<file path="src/rtl/multiply_sequencer.sv">
// Multi-cycle RV32M multiplier: four 16x16 partial products accumulated into a
// 64-bit register over four cycles, then sign-corrected and written to answer.
module multiply_sequencer #(
    parameter int XLEN       = 32,
    parameter bit EARLY_ZERO = 1'b0
) (
    input  logic            clk,
    input  logic            rst,
    input  logic            start,
    input  logic [1:0]      funct,
    input  logic [XLEN-1:0] operator_1,
    input  logic [XLEN-1:0] operator_2,
    output logic            busy,
    output logic            done,
    output logic [XLEN-1:0] answer
);

    typedef enum logic [1:0] {
        S_IDLE = 2'd0,
        S_MUL  = 2'd1,
        S_FIX  = 2'd2,
        S_DONE = 2'd3
    } state_t;

    state_t      r_state;
    logic [1:0]  r_step;
    logic [63:0] r_acc;
    logic [31:0] r_mag_a;
    logic [31:0] r_mag_b;
    logic        r_neg;
    logic        r_hi_sel;
    logic        r_busy;
    logic        r_done;
    logic [31:0] r_answer;

    logic        w_sign_a;
    logic        w_sign_b;
    logic [31:0] w_mag_a;
    logic [31:0] w_mag_b;
    logic        w_zero;
    logic [15:0] w_a_half;
    logic [15:0] w_b_half;
    logic [31:0] w_pp;
    logic [63:0] w_pp_shifted;
    logic [63:0] w_res;

    // Operand magnitudes from the live inputs; only used on the accepting edge.
    always_comb begin
        w_sign_a = operator_1[31] & ((funct == 2'b01) | (funct == 2'b10));
        w_sign_b = operator_2[31] & (funct == 2'b01);
        w_mag_a  = w_sign_a ? (32'd0 - operator_1) : operator_1;
        w_mag_b  = w_sign_b ? (32'd0 - operator_2) : operator_2;
        w_zero   = (w_mag_a == 32'd0) | (w_mag_b == 32'd0);
    end

    // One 16x16 product per step; step bit 0 picks A's half, bit 1 picks B's.
    always_comb begin
        w_a_half = r_step[0] ? r_mag_a[31:16] : r_mag_a[15:0];
        w_b_half = r_step[1] ? r_mag_b[31:16] : r_mag_b[15:0];
        w_pp     = w_a_half * w_b_half;
        case (r_step)
            2'd0:    w_pp_shifted = {32'd0, w_pp};
            2'd1:    w_pp_shifted = {16'd0, w_pp, 16'd0};
            2'd2:    w_pp_shifted = {16'd0, w_pp, 16'd0};
            2'd3:    w_pp_shifted = {w_pp, 32'd0};
            default: w_pp_shifted = 64'd0;
        endcase
        w_res = r_neg ? (64'd0 - r_acc) : r_acc;
    end

    // Sequencer FSM with registered busy/done/answer.
    always_ff @(posedge clk or posedge rst) begin
        if (rst) begin
            r_state  <= S_IDLE;
            r_step   <= 2'd0;
            r_acc    <= 64'd0;
            r_mag_a  <= 32'd0;
            r_mag_b  <= 32'd0;
            r_neg    <= 1'b0;
            r_hi_sel <= 1'b0;
            r_busy   <= 1'b0;
            r_done   <= 1'b0;
            r_answer <= 32'd0;
        end else begin
            case (r_state)
                S_IDLE: begin
                    r_done <= 1'b0;
                    if (start) begin
                        r_mag_a  <= w_mag_a;
                        r_mag_b  <= w_mag_b;
                        r_neg    <= w_sign_a ^ w_sign_b;
                        r_hi_sel <= (funct != 2'b00);
                        r_acc    <= 64'd0;
                        r_step   <= 2'd0;
                        r_busy   <= 1'b1;
                        r_state  <= (EARLY_ZERO && w_zero) ? S_FIX : S_MUL;
                    end else begin
                        r_state <= S_IDLE;
                    end
                end
                S_MUL: begin
                    r_acc <= r_acc + w_pp_shifted;
                    if (r_step == 2'd3) begin
                        r_state <= S_FIX;
                    end else begin
                        r_step <= r_step + 2'd1;
                    end
                end
                S_FIX: begin
                    r_answer <= r_hi_sel ? w_res[63:32] : w_res[31:0];
                    r_done   <= 1'b1;
                    r_busy   <= 1'b0;
                    r_state  <= S_DONE;
                end
                S_DONE: begin
                    r_done  <= 1'b0;
                    r_state <= S_IDLE;
                end
                default: begin
                    r_busy  <= 1'b0;
                    r_done  <= 1'b0;
                    r_state <= S_IDLE;
                end
            endcase
        end
    end

    assign busy   = r_busy;
    assign done   = r_done;
    assign answer = r_answer;

endmodule
</file>
<file path="config.mk">
export PLATFORM = sky130hd
export DESIGN_NAME = multiply_sequencer
export DESIGN_NICKNAME = d
export VERILOG_FILES = /design/src/rtl/multiply_sequencer.sv
export SDC_FILE = /design/constraint.sdc
export NUM_CORES = 1
export LEC_CHECK = 0
export ABC_AREA = 1
export CAP_MARGIN = 20
export CORE_MARGIN = 5
export CORE_UTILIZATION = 50
export DETAILED_ROUTE_END_ITERATION = 10
export PLACE_DENSITY = 0.68
export SYNTH_ARGS = -nofsm -noshare
export SYNTH_HDL_FRONTEND = slang
export SYNTH_SLANG_ARGS = --single-unit
</file>
<file path="constraint.sdc">
create_clock -name clk -period 8.8 [get_ports clk]
set_clock_uncertainty 0.2 [all_clocks]
set_input_delay 2.64 -clock clk [delete_from_list [all_inputs] [get_ports clk]]
set_output_delay 2.64 -clock clk [all_outputs]
set_load 0.005 [all_outputs]
</file>
==> results of run 1 <==
==> cell usage after synthesis (all sizes together) <==
cell type / count
clkinv: 12
nor3b: 2
nand3: 195
clkbuf: 63
and3: 3
o22ai: 36
a21oi: 208
o21ai: 279
dfrtp: 168
o211ai: 9
xor2: 58
ha: 178
buf: 23
fa: 195
o21a: 7
inv: 624
or2: 31
nor2: 552
nor3: 41
nand3b: 9
a31oi: 15
nand4: 38
a21o: 9
nand2: 892
o31ai: 7
and2: 2
o21bai: 17
a31o: 1
mux2: 1
a21boi: 7
o32ai: 1
xnor2: 19
nor4: 12
==> per-stage QoR <==
step           instances  cell area [um^2]  utilization
4_1_cts             4528             27600        0.567
3_5_place_dp        4496             27000        0.555
6_report            4549             27900        0.574
2_1_floorplan       3714             24400            -
3_3_place_gp        4496             27000        0.555
5_1_grt             4549             27900        0.574
==> final timing paths <==
kind | startpoint | end | slack (ns) | cells past startpoint
worst max-delay path | r_step[0] | r_acc[50] | 0.28 | 38
worst min-delay path | answer[9] | answer[9] | 0.28 | 2
worst max register to register | r_step[0] | r_acc[50] | 0.28 | 38
worst min register to register | answer[9] | answer[9] | 0.28 | 2
max in group asynchronous | rst | answer[31] | 4.72 | 3
min in group asynchronous | rst | r_mag_b[0] | 2.48 | 2
==> area by class of cell <==
cell class              count  area, um^2  area share
repair buffers            266        2280      0.0815
flip-flops and latches    168        4210       0.151
repair inverters            1        5.00    0.000179
clock buffers              18         439      0.0157
well taps                 622         778      0.0279
multi-input cells        2824       17600       0.632
clock inverters            14         150     0.00538
inverters                 636        2410      0.0863
==> state kept, by name (all words and copies together), names as in the netlist <==
signal	flops
busy	1
done	1
r_mag_b	32
r_hi_sel	1
r_neg	1
r_acc	64
r_state	2
r_mag_a	32
answer	32
r_step	2
==> tightest hold or removal path, cell delays in order (launching register included) <==
cell and delay, ns:
dfrtp_1 0.35, nand2_1 0.05, nand2_1 0.05
==> layer usage <==
| metal | vias to the layer above | part of all wire | GRT usage |
|---|---|---|---|
| li1 | 12134 | - | - |
| met1 | 12131 | 0.46 | 0.525 |
| met2 | 1265 | 0.40 | 0.478 |
| met3 | 160 | 0.12 | 0.131 |
| met4 | 4 | 0.026 | 0.0840 |
| met5 | - | 0.00028 | 0 |
==> placed cells by master, fill, tap and decap left out, drive strengths merged <==
master and n:
inv 634, nor2 552, o21ai 279, o22ai 36, o32ai 1, a21boi 7, dfrtp 168, clkinv 10
and2 2, a31oi 15, fa 195, a21oi 208, ha 178, a31o 1, and3 3, mux2 1
a21o 9, clkbuf 18, o21bai 17, nor4 12, nand4 38, buf 164, o211ai 9, nand3 195
clkinvlp 6, bufinv 1, nand3b 9, nor3b 2, or2 31, o21a 7, nor3 41, clkdlybuf4s50 102
xnor2 19, xor2 58, nand2 892, o31ai 7
==> cells by family after synthesis <==
family          count (synthesis)  synth area share
compound gates                596             0.133
mux                             1          0.000461
xor+xnor                       77            0.0276
buf+inv                       722             0.112
flops                         168             0.172
fa+ha+maj                     373             0.251
simple gates                 1777             0.303
==> repair_timing <==
| action | CTS | global route |
|---|---|---|
| buffers inserted | 0 | 19 |
| pin swaps | 0 | 3 |
| setup endpoints to repair | 41 | 44 |
| cloned | 0 | 2 |
| gates resized for setup | 2 | 62 |
| hold endpoints to repair | 0 | 0 |
==> results.json, run 1 <==
{
  "dp.final_hpwl_um": 78800,
  "avgSynthCellArea_um2": 6.57,
  "drive_gt1_frac": 0.0833,
  "syn_area_um2": 24400,
  "yosys_warnings": 0,
  "clock_path_buffers": 2,
  "cp.arrival_ns": 8.69,
  "die_y_um": 231,
  "outcome": "complete, no violations",
  "crit_top_cell": "nand2_1",
  "drc_errors": 0,
  "syn_to_final_growth_pct": 14.3,
  "critPathMaxFanout": 9,
  "cap_violations": 0,
  "numClockSinks": 168,
  "cts_hold_buf": 0,
  "grt_antenna_before_repair": 2,
  "core-area_um2": 48600,
  "cts_tree": "done",
  "fin_crit_sh": 0.968,
  "port-buffer-count": 102,
  "holdWs_ns": 0.283,
  "slowest_delay_ns": 0.55,
  "rsz0062_at_grt": "yes",
  "fin_crit_ns": 8.52,
  "synth-seq-cells": 168,
  "globalRouteTotalUtil": 0.351,
  "end_kind": "flip-flop",
  "finalNetCount": 4356,
  "via_per_inst": 5.65,
  "setup_ws_ns": 0.279,
  "antenna_cells": 0,
  "synth.distinct_cells": 52,
  "synthTopCellsByArea": "dfrtp_1 17%, fa_1 16%, nand2_1 14%",
  "io_pins": 103,
  "grt_overflow": 0,
  "clock_latency_ns": 0.49,
  "die-area_um2": 53400,
  "vias": 25694,
  "cts_root_buf": "clkbuf_16",
  "hold_viol": 0,
  "slew_headroom": 0.259,
  "grt_pass1_vias": 23431,
  "yosys.area.top_type_share": 0.172,
  "synthCells": 3714,
  "critPathLaunchType": "flip-flop",
  "report.final.slew_viol_count": 0,
  "synth_area_leader_cell": "dfrtp_1",
  "crit_slowest_cell": "fa_1",
  "place_ws_ns": -0.306,
  "fin_tns_setup_ns": 0,
  "setup_viol": 0,
  "grt_pass1_wl_um": 142000,
  "ys_seq_area_frac": 0.172,
  "fillers": 4923,
  "crit_family": "adder cells",
  "timing.fmax_mhz": 117,
  "path_class": "reg -> reg",
  "tightest_slew_ns": 1.11,
  "rows": 81,
  "cp.buffers_inverters": 9,
  "dr.first_iter.drc_count": 2960,
  "min_path_type": "reg -> reg",
  "totalWireLength_um": 95700,
  "crit_required_ns": 8.97,
  "gp_congestion": 1.07,
  "dr.pass1.iters": 6,
  "syn_nets": 4156,
  "drt-wirelength-per-cell_um": 21.0,
  "die_w_um": 231,
  "clk_pin_slew_ns": 0.07,
  "ant_nets": 0,
  "grt_max_degree": 96,
  "numCtsBuffers": 17,
  "htree_levels": 4,
  "initial_core_util": 0.502
}
Power of run 1 is left out: the tool's default activity adds up to more than one toggle a clock period on the data nets, which glitch-free logic cannot reach.
==> run 2, diff against run 1 <==
--- a/config.mk
+++ b/config.mk
@@ -6,6 +6,7 @@
 export NUM_CORES = 1
 export LEC_CHECK = 0
 export ABC_AREA = 1
+export ABC_CLOCK_PERIOD_IN_PS = 8800
 export CAP_MARGIN = 20
 export CORE_MARGIN = 5
 export CORE_UTILIZATION = 50
==> results of run 2 <==
Same layout as run 1: the final DEF is identical, and so are final timing and power.
Power of run 2 is left out for the same reason.
==> run 3, diff against run 2 <==
--- a/config.mk
+++ b/config.mk
@@ -12,6 +12,7 @@
 export CORE_UTILIZATION = 50
 export DETAILED_ROUTE_END_ITERATION = 10
 export PLACE_DENSITY = 0.68
+export SLEW_MARGIN = 10
 export SYNTH_ARGS = -nofsm -noshare
 export SYNTH_HDL_FRONTEND = slang
 export SYNTH_SLANG_ARGS = --single-unit
==> constraint.sdc (replaced) <==
create_clock -name clk -period 8.8 [get_ports clk]
set_clock_uncertainty 0.2 [all_clocks]
set_input_delay 1.76 -clock clk [delete_from_list [all_inputs] [get_ports clk]]
set_output_delay 1.76 -clock clk [all_outputs]
set_load 0.005 [all_outputs]
==> run 3 against run 2 <==
Effect of this change: via count fell by 0.23%; first-iteration DRC count rose by 1.3%; sequential cell count did not move; routed wire length fell by 1.5%; critical path type unchanged; highest routed layer unchanged; critical path depth rose by 2.
==> results.json, run 3 (same netlist as run 1, synthesis figures left out) <==
{
  "outcome": "complete, no violations",
  "fin_crit_sh": 0.965,
  "ant_nets": 0,
  "dr.first_iter.drc_count": 2999,
  "largest_reg_flops": 64,
  "finalCoreUtilization": 0.580,
  "final_common_cell": "nand2_1",
  "clock_path_buffers": 2,
  "via_per_inst": 5.62,
  "end_kind": "flip-flop",
  "timing.fmax_mhz": 118,
  "report.final.slew_viol_count": 0,
  "core-area_um2": 48600,
  "grt_max_degree": 97,
  "critPathMaxFanout": 7,
  "grt_pass1_wl_um": 143000,
  "fin_crit_ns": 8.50,
  "cts_hold_buf": 0,
  "die_y_um": 231,
  "cts_tree": "done",
  "placedCellCount": 4523,
  "htree_levels": 4,
  "initial_core_util": 0.502,
  "crit_slowest_cell": "fa_1",
  "dr.pass1.iters": 7,
  "clk_pin_slew_ns": 0.08,
  "globalRouteTotalUtil": 0.350,
  "die-area_um2": 53400,
  "tightest_slew_ns": 1.12,
  "drc_errors": 0,
  "drt-wirelength-per-cell_um": 20.7,
  "antenna_cells": 0,
  "path_class": "reg -> reg",
  "rows": 81,
  "finalNetCount": 4368,
  "cap_violations": 0,
  "numClockSinks": 168,
  "final_cell_mix": "877 x nand2_1, 607 x inv_1, 529 x nor2_1, 229 x o21ai_0, 200 x a21oi_1",
  "design_area_um2": 28200,
  "slowest_delay_ns": 0.54,
  "drive_gt1_frac": 0.0883,
  "cp.arrival_ns": 8.68,
  "hold_viol": 0,
  "vias": 25635,
  "layout.cells.non_filler": 4561,
  "grt_antenna_before_repair": 1,
  "top_register": "r_acc",
  "gp_congestion": 1.06,
  "cts_root_buf": "clkbuf_16",
  "critPathLaunchType": "flip-flop",
  "clock_latency_ns": 0.50,
  "die_w_um": 231,
  "crit_required_ns": 8.98,
  "port-buffer-count": 102,
  "totalWireLength_um": 94300,
  "io_pins": 103,
  "grt_pass1_vias": 23722,
  "post_dp_cell_area_um2": 27200,
  "min_path_type": "reg -> reg",
  "slew_headroom": 0.253,
  "dp.final_hpwl_um": 77900,
  "numCtsBuffers": 17,
  "setup_viol": 0,
  "syn_to_final_growth_pct": 15.5,
  "grt_overflow": 0
}
==> run 3: cell count changes in the layout (fill, tap and decap cells not counted), moves of 4 or more <==
cell and change:
nor2_1 -7, buf_4 +10, ha_4 +7, nor2_2 +7, buf_12 +5, inv_2 -4
ha_1 -5, clkinv_1 +4
==> run 3: repair_timing <==
item,CTS,global route
endpoints found under the hold margin,0,0
endpoints found under the setup margin,1,43
gates resized for setup,1,62
pin swaps,0,11
setup buffers,0,6
==> run 3: cell type report <==
type / count / area [um^2]
fill: 4779 / 20400
multi-input combinational: 2824 / 17700
sequential: 168 / 4210
timing repair buffer: 279 / 2430
inverter: 636 / 2400
tap: 622 / 778
clock buffer: 17 / 425
clock inverter: 15 / 231
==> run 3: critical path, delay by kind of cell, from the launching register on <==
family          cells  cell delay (ns)
simple gates       17             2.11
flops               1             0.41
buf+inv            11             1.24
fa+ha+maj           8             3.76
compound gates      4             0.67
==> run 3: path summary, 6_finish.rpt <==
path                                  start          end  slack (ns)  cells past startpoint
max in group asynchronous               rst   answer[15]        5.56                      3
worst min register to register  r_mag_b[21]  r_mag_b[21]        0.29                      2
worst min-delay path            r_mag_b[21]  r_mag_b[21]        0.29                      2
worst max-delay path              r_step[0]    r_acc[50]        0.30                     40
worst max register to register    r_step[0]    r_acc[50]        0.30                     40
min in group asynchronous               rst         done        1.49                      2
==> run 3: routing by layer <==
metal | routed length (um) | global-route usage
met5 | 13 | 0
met4 | 2310 | 0.0862
met3 | 12200 | 0.127
met2 | 38200 | 0.488
met1 | 41500 | 0.517
==> run 3: through the flow <==
stage / hold slack, ns / TNS, ns / setup slack (ns)
final: 0.287 / 0 / 0.304
after global routing: 0.311 / -0.153 / -0.0420
after CTS: 0.287 / 0 / 0.0157
after detailed placement: 0.261 / 0 / 0.0228
after global placement: 0.261 / 0 / 0.0217
after floorplan: 0.244 / 0 / 1.03
Power of run 3 is left out for the same reason.
